$ cat src/rtl/intctl_pkg.sv
// Shared constants for the wb_intctl interrupt controller: register word addresses,
// CTRL field positions and the priority width.
package intctl_pkg;

   localparam int unsigned PrioW = 3;

   // Word addresses (wb_adr_i[4:1]) inside the 0xFF20 I/O window.
   typedef enum logic [3:0] {
      AdrEoi     = 4'h1,
      AdrPoll    = 4'h2,
      AdrPollSts = 4'h3,
      AdrMask    = 4'h4,
      AdrPriMsk  = 4'h5,
      AdrInServ  = 4'h6,
      AdrReqSt   = 4'h7,
      AdrCtrl0   = 4'h8
   } reg_adr_e;

   localparam int unsigned CtrlPrioLsb = 0;
   localparam int unsigned CtrlMaskBit = 3;
   localparam int unsigned CtrlLvlBit  = 4;
   localparam int unsigned EoiNspec    = 15;

endpackage

$ cat src/rtl/intctl_arb.sv
// Combinational winner select: lowest priority value among unmasked requests that clear
// both the PRIMSK threshold and every in-service priority; ties go to the lowest index.
module intctl_arb
   import intctl_pkg::*;
#(
   parameter int unsigned N_IRQ = 4
) (
   input  logic [N_IRQ-1:0]       i_req,
   input  logic [N_IRQ-1:0]       i_mask,
   input  logic [N_IRQ-1:0]       i_isr,
   input  logic [N_IRQ*PrioW-1:0] i_prio,
   input  logic [PrioW-1:0]       i_primsk,
   output logic [2:0]             o_idx,
   output logic                   o_valid
);

   logic [PrioW:0]   w_ceil;
   logic [PrioW-1:0] w_best;
   logic [PrioW-1:0] w_p;

   always_comb begin
      // Ceiling is one above the largest priority when nothing is in service.
      w_ceil = {1'b1, {PrioW{1'b0}}};
      for (int unsigned k = 0; k < N_IRQ; k++) begin
         if (i_isr[k] && ({1'b0, i_prio[k*PrioW +: PrioW]} < w_ceil)) begin
            w_ceil = {1'b0, i_prio[k*PrioW +: PrioW]};
         end
      end
      o_valid = 1'b0;
      o_idx   = 3'd0;
      w_best  = '1;
      w_p     = '0;
      for (int unsigned k = 0; k < N_IRQ; k++) begin
         w_p = i_prio[k*PrioW +: PrioW];
         if (i_req[k] && !i_mask[k] && (w_p <= i_primsk) && ({1'b0, w_p} < w_ceil) &&
             (!o_valid || (w_p < w_best))) begin
            o_valid = 1'b1;
            o_idx   = 3'(k);
            w_best  = w_p;
         end
      end
   end

endmodule

$ cat src/rtl/wb_intctl.sv
// Wishbone-slave interrupt controller driving the Zet intr/inta handshake.
// Define INTCTL_POLL_EN to enable the POLL (software acknowledge) and POLLSTS registers.
module wb_intctl
   import intctl_pkg::*;
#(
   parameter int unsigned N_IRQ    = 4,
   parameter logic [7:0]  VEC_BASE = 8'h0C,
   parameter logic [7:0]  SPUR_VEC = 8'h0F
) (
   input  logic             clk,
   input  logic             rst,
   input  logic [15:0]      wb_dat_i,
   output logic [15:0]      wb_dat_o,
   input  logic [3:0]       wb_adr_i,
   input  logic             wb_we_i,
   input  logic [1:0]       wb_sel_i,
   input  logic             wb_stb_i,
   input  logic             wb_cyc_i,
   output logic             wb_ack_o,
   input  logic [N_IRQ-1:0] irq_i,
   output logic             intr,
   input  logic             inta,
   output logic [7:0]       vec
);

   logic [N_IRQ-1:0]       r_s1, r_s2, r_s3;
   logic [N_IRQ-1:0]       r_req, r_isr, r_mask, r_lvl;
   logic [N_IRQ*PrioW-1:0] r_prio;
   logic [PrioW-1:0]       r_primsk;
   logic                   r_inta_q, r_intr, r_ack;
   logic [7:0]             r_vec;
   logic [15:0]            r_dat;

   logic                   w_acc, w_wr, w_rd, w_inta_edge, w_poll_rd, w_latch;
   logic [2:0]             w_win_idx, w_ns_idx;
   logic                   w_win_valid, w_ns_valid;
   logic [7:0]             w_win_vec, w_eoi_idx;
   logic [N_IRQ-1:0]       w_rise, w_req_d, w_isr_d;
   logic [15:0]            w_rdat;
   logic                   w_unused;

   assign w_acc       = wb_stb_i & wb_cyc_i & ~r_ack;
   assign w_wr        = w_acc & wb_we_i;
   assign w_rd        = w_acc & ~wb_we_i;
   assign w_inta_edge = inta & ~r_inta_q;
   assign w_rise      = r_s2 & ~r_s3;
   assign w_win_vec   = VEC_BASE + {5'b0, w_win_idx};
   assign w_eoi_idx   = wb_dat_i[7:0] - VEC_BASE;
   assign w_unused    = ^wb_dat_i[14:8];

`ifdef INTCTL_POLL_EN
   logic [15:0] w_poll_dat;
   assign w_poll_rd  = w_rd & (wb_adr_i == AdrPoll);
   assign w_poll_dat = w_win_valid ? {1'b1, 7'b0, w_win_vec} : 16'h0000;
`else
   assign w_poll_rd  = 1'b0;
`endif

   // A POLL read and an inta edge in the same cycle collapse into one acknowledge.
   assign w_latch = (w_inta_edge | w_poll_rd) & w_win_valid;

   intctl_arb #(
      .N_IRQ    (N_IRQ)
   ) u_arb_win (
      .i_req    (r_req),
      .i_mask   (r_mask),
      .i_isr    (r_isr),
      .i_prio   (r_prio),
      .i_primsk (r_primsk),
      .o_idx    (w_win_idx),
      .o_valid  (w_win_valid)
   );

   // Non-specific EOI: highest-priority in-service channel, no other qualification.
   intctl_arb #(
      .N_IRQ    (N_IRQ)
   ) u_arb_eoi (
      .i_req    (r_isr),
      .i_mask   ('0),
      .i_isr    ('0),
      .i_prio   (r_prio),
      .i_primsk ('1),
      .o_idx    (w_ns_idx),
      .o_valid  (w_ns_valid)
   );

   always_comb begin
      w_isr_d = r_isr;
      if (w_wr && (wb_adr_i == AdrEoi)) begin
         for (int unsigned k = 0; k < N_IRQ; k++) begin
            if (wb_sel_i[1] && wb_dat_i[EoiNspec]) begin
               if (w_ns_valid && (w_ns_idx == 3'(k))) w_isr_d[k] = 1'b0;
            end else if (wb_sel_i[0] && (w_eoi_idx == 8'(k))) begin
               w_isr_d[k] = 1'b0;
            end
         end
      end
      for (int unsigned k = 0; k < N_IRQ; k++) begin
         if (w_latch && (w_win_idx == 3'(k))) w_isr_d[k] = 1'b1;
         if (r_lvl[k]) begin
            w_req_d[k] = r_s2[k];
         end else begin
            w_req_d[k] = (r_req[k] & ~(w_latch & (w_win_idx == 3'(k)))) | w_rise[k];
         end
      end
   end

   always_comb begin
      w_rdat = 16'h0000;
      case (wb_adr_i)
`ifdef INTCTL_POLL_EN
         AdrPoll, AdrPollSts: w_rdat = w_poll_dat;
`endif
         AdrMask:   w_rdat[N_IRQ-1:0] = r_mask;
         AdrPriMsk: w_rdat[PrioW-1:0] = r_primsk;
         AdrInServ: w_rdat[N_IRQ-1:0] = r_isr;
         AdrReqSt:  w_rdat[N_IRQ-1:0] = r_req;
         default: begin
            for (int unsigned k = 0; k < N_IRQ; k++) begin
               if (wb_adr_i[3] && (wb_adr_i[2:0] == 3'(k))) begin
                  w_rdat[CtrlPrioLsb +: PrioW] = r_prio[k*PrioW +: PrioW];
                  w_rdat[CtrlMaskBit]          = r_mask[k];
                  w_rdat[CtrlLvlBit]           = r_lvl[k];
               end
            end
         end
      endcase
   end

   always_ff @(posedge clk or posedge rst) begin
      if (rst) begin
         r_s1     <= '0;
         r_s2     <= '0;
         r_s3     <= '0;
         r_req    <= '0;
         r_isr    <= '0;
         r_mask   <= '1;
         r_lvl    <= '0;
         r_prio   <= '1;
         r_primsk <= '1;
         r_inta_q <= 1'b0;
         r_intr   <= 1'b0;
         r_ack    <= 1'b0;
         r_vec    <= 8'h00;
         r_dat    <= 16'h0000;
      end else begin
         r_s1     <= irq_i;
         r_s2     <= r_s1;
         r_s3     <= r_s2;
         r_req    <= w_req_d;
         r_isr    <= w_isr_d;
         r_inta_q <= inta;
         r_intr   <= w_win_valid;
         r_ack    <= w_acc;
         r_dat    <= w_rd ? w_rdat : 16'h0000;
         if (w_inta_edge) r_vec <= w_win_valid ? w_win_vec : SPUR_VEC;
         if (w_wr && wb_sel_i[0]) begin
            if (wb_adr_i == AdrMask)   r_mask   <= wb_dat_i[N_IRQ-1:0];
            if (wb_adr_i == AdrPriMsk) r_primsk <= wb_dat_i[PrioW-1:0];
            for (int unsigned k = 0; k < N_IRQ; k++) begin
               if (wb_adr_i[3] && (wb_adr_i[2:0] == 3'(k))) begin
                  r_prio[k*PrioW +: PrioW] <= wb_dat_i[CtrlPrioLsb +: PrioW];
                  r_mask[k]                <= wb_dat_i[CtrlMaskBit];
                  r_lvl[k]                 <= wb_dat_i[CtrlLvlBit];
               end
            end
         end
      end
   end

   assign wb_ack_o = r_ack;
   assign wb_dat_o = r_dat;
   assign intr     = r_intr;
   assign vec      = r_vec;

endmodule

$ cat config.mk
export PLATFORM = sky130hd
export DESIGN_NAME = wb_intctl
export DESIGN_NICKNAME = d
export VERILOG_FILES = /design/src/rtl/intctl_pkg.sv /design/src/rtl/intctl_arb.sv /design/src/rtl/wb_intctl.sv
export SDC_FILE = /design/constraint.sdc
export NUM_CORES = 1
export LEC_CHECK = 0
export BUFFER_PORTS_ARGS = -buffer_cell sky130_fd_sc_hd__buf_2
export CORE_ASPECT_RATIO = 1.75
export CORE_UTILIZATION = 63
export CTS_CLUSTER_SIZE = 10
export DETAILED_ROUTE_END_ITERATION = 12
export PLACE_DENSITY = 0.9
export SYNTH_ARGS = -nofsm -noshare
export SYNTH_HDL_FRONTEND = slang
export SYNTH_SLANG_ARGS = --single-unit
export TNS_END_PERCENT = 10
$ cat constraint.sdc
create_clock -name clk -period 19.6 [get_ports clk]
set_input_delay 1.96 -clock clk [delete_from_list [all_inputs] [get_ports clk]]
set_output_delay 1.96 -clock clk [all_outputs]
set_load 0.05 [all_outputs]
==> impl_metrics.json <==
{
  "start_util_pct": 66.45,
  "tightest_slew_ns": 1.047,
  "synth_compound_area_share_pct": 21.75,
  "cts_tree": "built",
  "totalWireLength_um": 11410,
  "synth_ff_type": "dfrtp_1",
  "drc_errors": 0,
  "yosysSeqAreaShare_pct": 32.97,
  "cts.clk_slew.worst_paths_ns": 0.10,
  "die_w_um": 63.50,
  "crit_top_cell": "a21oi_1",
  "irDropWorstVdd_mv": 0.1012,
  "yosys_warnings": 0,
  "fmax_mhz": 98.82,
  "grt_pass1_wl_um": 17990,
  "clock_skew_ns": 0.01117,
  "ant_nets": 0,
  "max_slew_margin_pct": 30.11,
  "coreArea_um2": 6276,
  "drv_cap": 0,
  "nets": 543,
  "fin_setup_tns_ns": 0,
  "clkPwrFrac_pct": 17.0,
  "synth-seq-cells": 54,
  "overflow": 0,
  "rrSetupSlack_ns": 9.48,
  "cts_hold_buf": 0,
  "layout_common_cells": "ha_1 (37), nand2_1 (36), buf_2 (35), dfrtp_1 (35), o21ai_0 (29)",
  "top_layer": "met4",
  "cellPowerDensity_nw_per_um2": 83.21,
  "portBuffers": 35,
  "synthMuxAreaShare_pct": 9.601,
  "switching_share_pct": 42.18,
  "cts.sinks": 54,
  "finalNonFillerCells": 555,
  "place_hpwl_um": 8410,
  "rsz0062_at_grt": "no",
  "status": "finished, final reports clean",
  "grt_pass1_vias": 3681,
  "slowest_stage": "dfrtp_1",
  "post-place-ws_ns": 9.677,
  "required_ns": 19.82,
  "finalSetupViolCount": 0,
  "hold_depth": 0,
  "cts_buffers": 5,
  "critPathArrivalTime_ns": 10.34,
  "switching_power_w": 0.0001543,
  "wl_met3_um": 766,
  "vias": 3776,
  "internal_power_w": 0.0002115,
  "mostFrequentLayoutCell": "ha_1",
  "clockRootBuffer": "clkbuf_8",
  "wl_met1_um": 3888,
  "seq_power_share_pct": 40.7,
  "period_share_pct": 51.63,
  "gr-usage-all-layers_pct": 34.20,
  "htreeDepth": 2,
  "cts_buffer_depth": 2,
  "syn_to_final_growth_pct": 5.401,
  "synth-async-reset-ratio_pct": 100.0,
  "combPwrFrac_pct": 42.3,
  "dieArea_um2": 6962,
  "gp_congestion": 0.9580,
  "dieHeight_um": 109.6,
  "end_kind": "flop",
  "slew_violations": 0,
  "synth_top_family_by_area": "compound AO/OA/AOI/OAI gates",
  "synth_area_um2": 4170,
  "critical_path_class": "flop to flop",
  "ios": 58,
  "synth_edf_count": 0,
  "grt_max_degree": 55,
  "routedWlPerCell_um": 20.55,
  "finalPower_w": 0.0003658,
  "synth_xor_area_share_pct": 0,
  "hold_violations": 0,
  "reg2reg_depth": 42,
  "insertion_delay_ns": 0.32,
  "synthCells": 450,
  "power.leakage_nw": 1.949,
  "setup_ws_ns": 9.480,
  "synthSimpleGateAreaFrac_pct": 17.10,
  "antenna_found_initial": 0,
  "slowest_delay_ns": 0.85,
  "dr_wl_met2_um": 5837,
  "rows": 38,
  "final_util_pct": 70.04,
  "dp_cells": 547,
  "avgSynthCellArea_um2": 9.267,
  "crit_path_start_kind": "flop",
  "cts_resized": 0,
  "ys_types": 70,
  "synth_fa_ha_area_share_pct": 11.34,
  "min_period_ns": 10.12,
  "critPathMaxFanout": 21,
  "cts_setup_buffers": 0,
  "hold_class": "flop to flop",
  "layout-drive-gt1-share_pct": 20.84,
  "num_antenna_cells": 0,
  "drtIter0Drc": 258,
  "viasPerCell": 6.804,
  "fillerInstances": 493,
  "dr.pass1.iters": 5
}
-- state kept, by name, indices dropped and copies added, names as in the netlist --
register,cells
wb_ack_o,1
intr,1
r_s3,4
r_lvl,4
vec,3
r_s2,4
r_s1,4
r_inta_q,1
r_req,4
r_prio,12
r_isr,4
r_mask,4
r_primsk,3
wb_dat_o,5
-- power by group through the flow --
stage	clock (W)	sequential, W	combinational (W)
3_5_place_dp	0	0.000149	0.000151
3_3_place_gp	0	0.000148	0.000144
6_report	0.0000623	0.000149	0.000155
5_1_grt	0.0000678	0.000150	0.000169
4_1_cts	0.0000635	0.000147	0.000152
2_1_floorplan	0	0.000147	0.000117
-- worst max-delay path: cells and delay by family, from the launching register on --
kind            cells  cell delay [ns]
compound gates     21             4.69
fa+ha+maj           7             2.06
simple gates       10             1.39
mux                 3             0.92
flops               1             0.85
buf+inv             1             0.09
-- layer usage --
layer | global-route usage (%) | vias to the layer above
met2 | 62.69 | 219
met1 | 34.88 | 1792
met3 | 4.668 | 76
li1 | - | 1689
met5 | 0 | -
met4 | 25.00 | 0
-- through the flow --
step / instance area (µm²) / hold WS, ns
2_1_floorplan: 4223 / 0.3312
3_3_place_gp: 4309 / 0.3329
3_5_place_dp: 4309 / 0.3403
4_1_cts: 4395 / 0.3598
5_1_grt: 4395 / 0.3630
6_report: 4395 / 0.3581
-- kinds of logic (layout without fill, tap and decap cells) --
| family | after synthesis | in the layout |
|---|---|---|
| buffers and inverters | 61 | 72 |
| adder cells (fa/ha/maj) | 38 | 38 |
| other | 1 | 15 |
| multiplexers | 31 | 31 |
| flip-flops | 54 | 54 |
| AND/OR/NAND/NOR | 135 | 135 |
| AO/OA/AOI/OAI | 130 | 130 |
-- cell type report --
type	instances	area, µm²	area share, %
inverters	29	108.9	2.477
repair buffers	35	175.2	3.985
well taps	80	100.1	2.277
clock buffers	6	72.57	1.651
multi-input cells	349	2550	58.01
flip-flops and latches	54	1375	31.28
clock inverters	2	13.76	0.3131
-- worst paths after layout --
kind	start	to
max	r_isr[0]	r_isr[2]
min	r_s1[3]	r_s2[3]
max reg2reg	r_isr[0]	r_isr[2]
min reg2reg	r_s1[3]	r_s2[3]
max in group asynchronous	rst	r_req[0]
min in group asynchronous	rst	wb_dat_o[1]
-- cells in the mapped netlist (all sizes together) (3+ instances only) --
cell type   n  area share, %
nor3b       3           0.54
buf        19            3.4
nor2b      12            1.9
a21oi      23            3.0
and3        6           0.90
o211ai      6            1.1
o21a       12            2.2
a21o        4           0.72
nand3b      3           0.54
nor2       22            2.0
inv        29            2.6
mux2       22            5.9
mux4        4            2.2
ha         37             11
nor4        5           0.75
nor3        7           0.96
clkbuf     13            1.2
o21ai      32            4.1
mux2i       5            1.5
dfstp      19             12
or3         3           0.45
o32ai       4           0.84
a31oi       8            1.2
nand2b     11            1.7
a211o       4           0.84
a221oi      3           0.78
a32oi       3           0.63
nand3      12            1.4
dfrtp      35             21
nand2      37            3.4
a22oi       6            1.1
(Power assumes the default switching activity.)
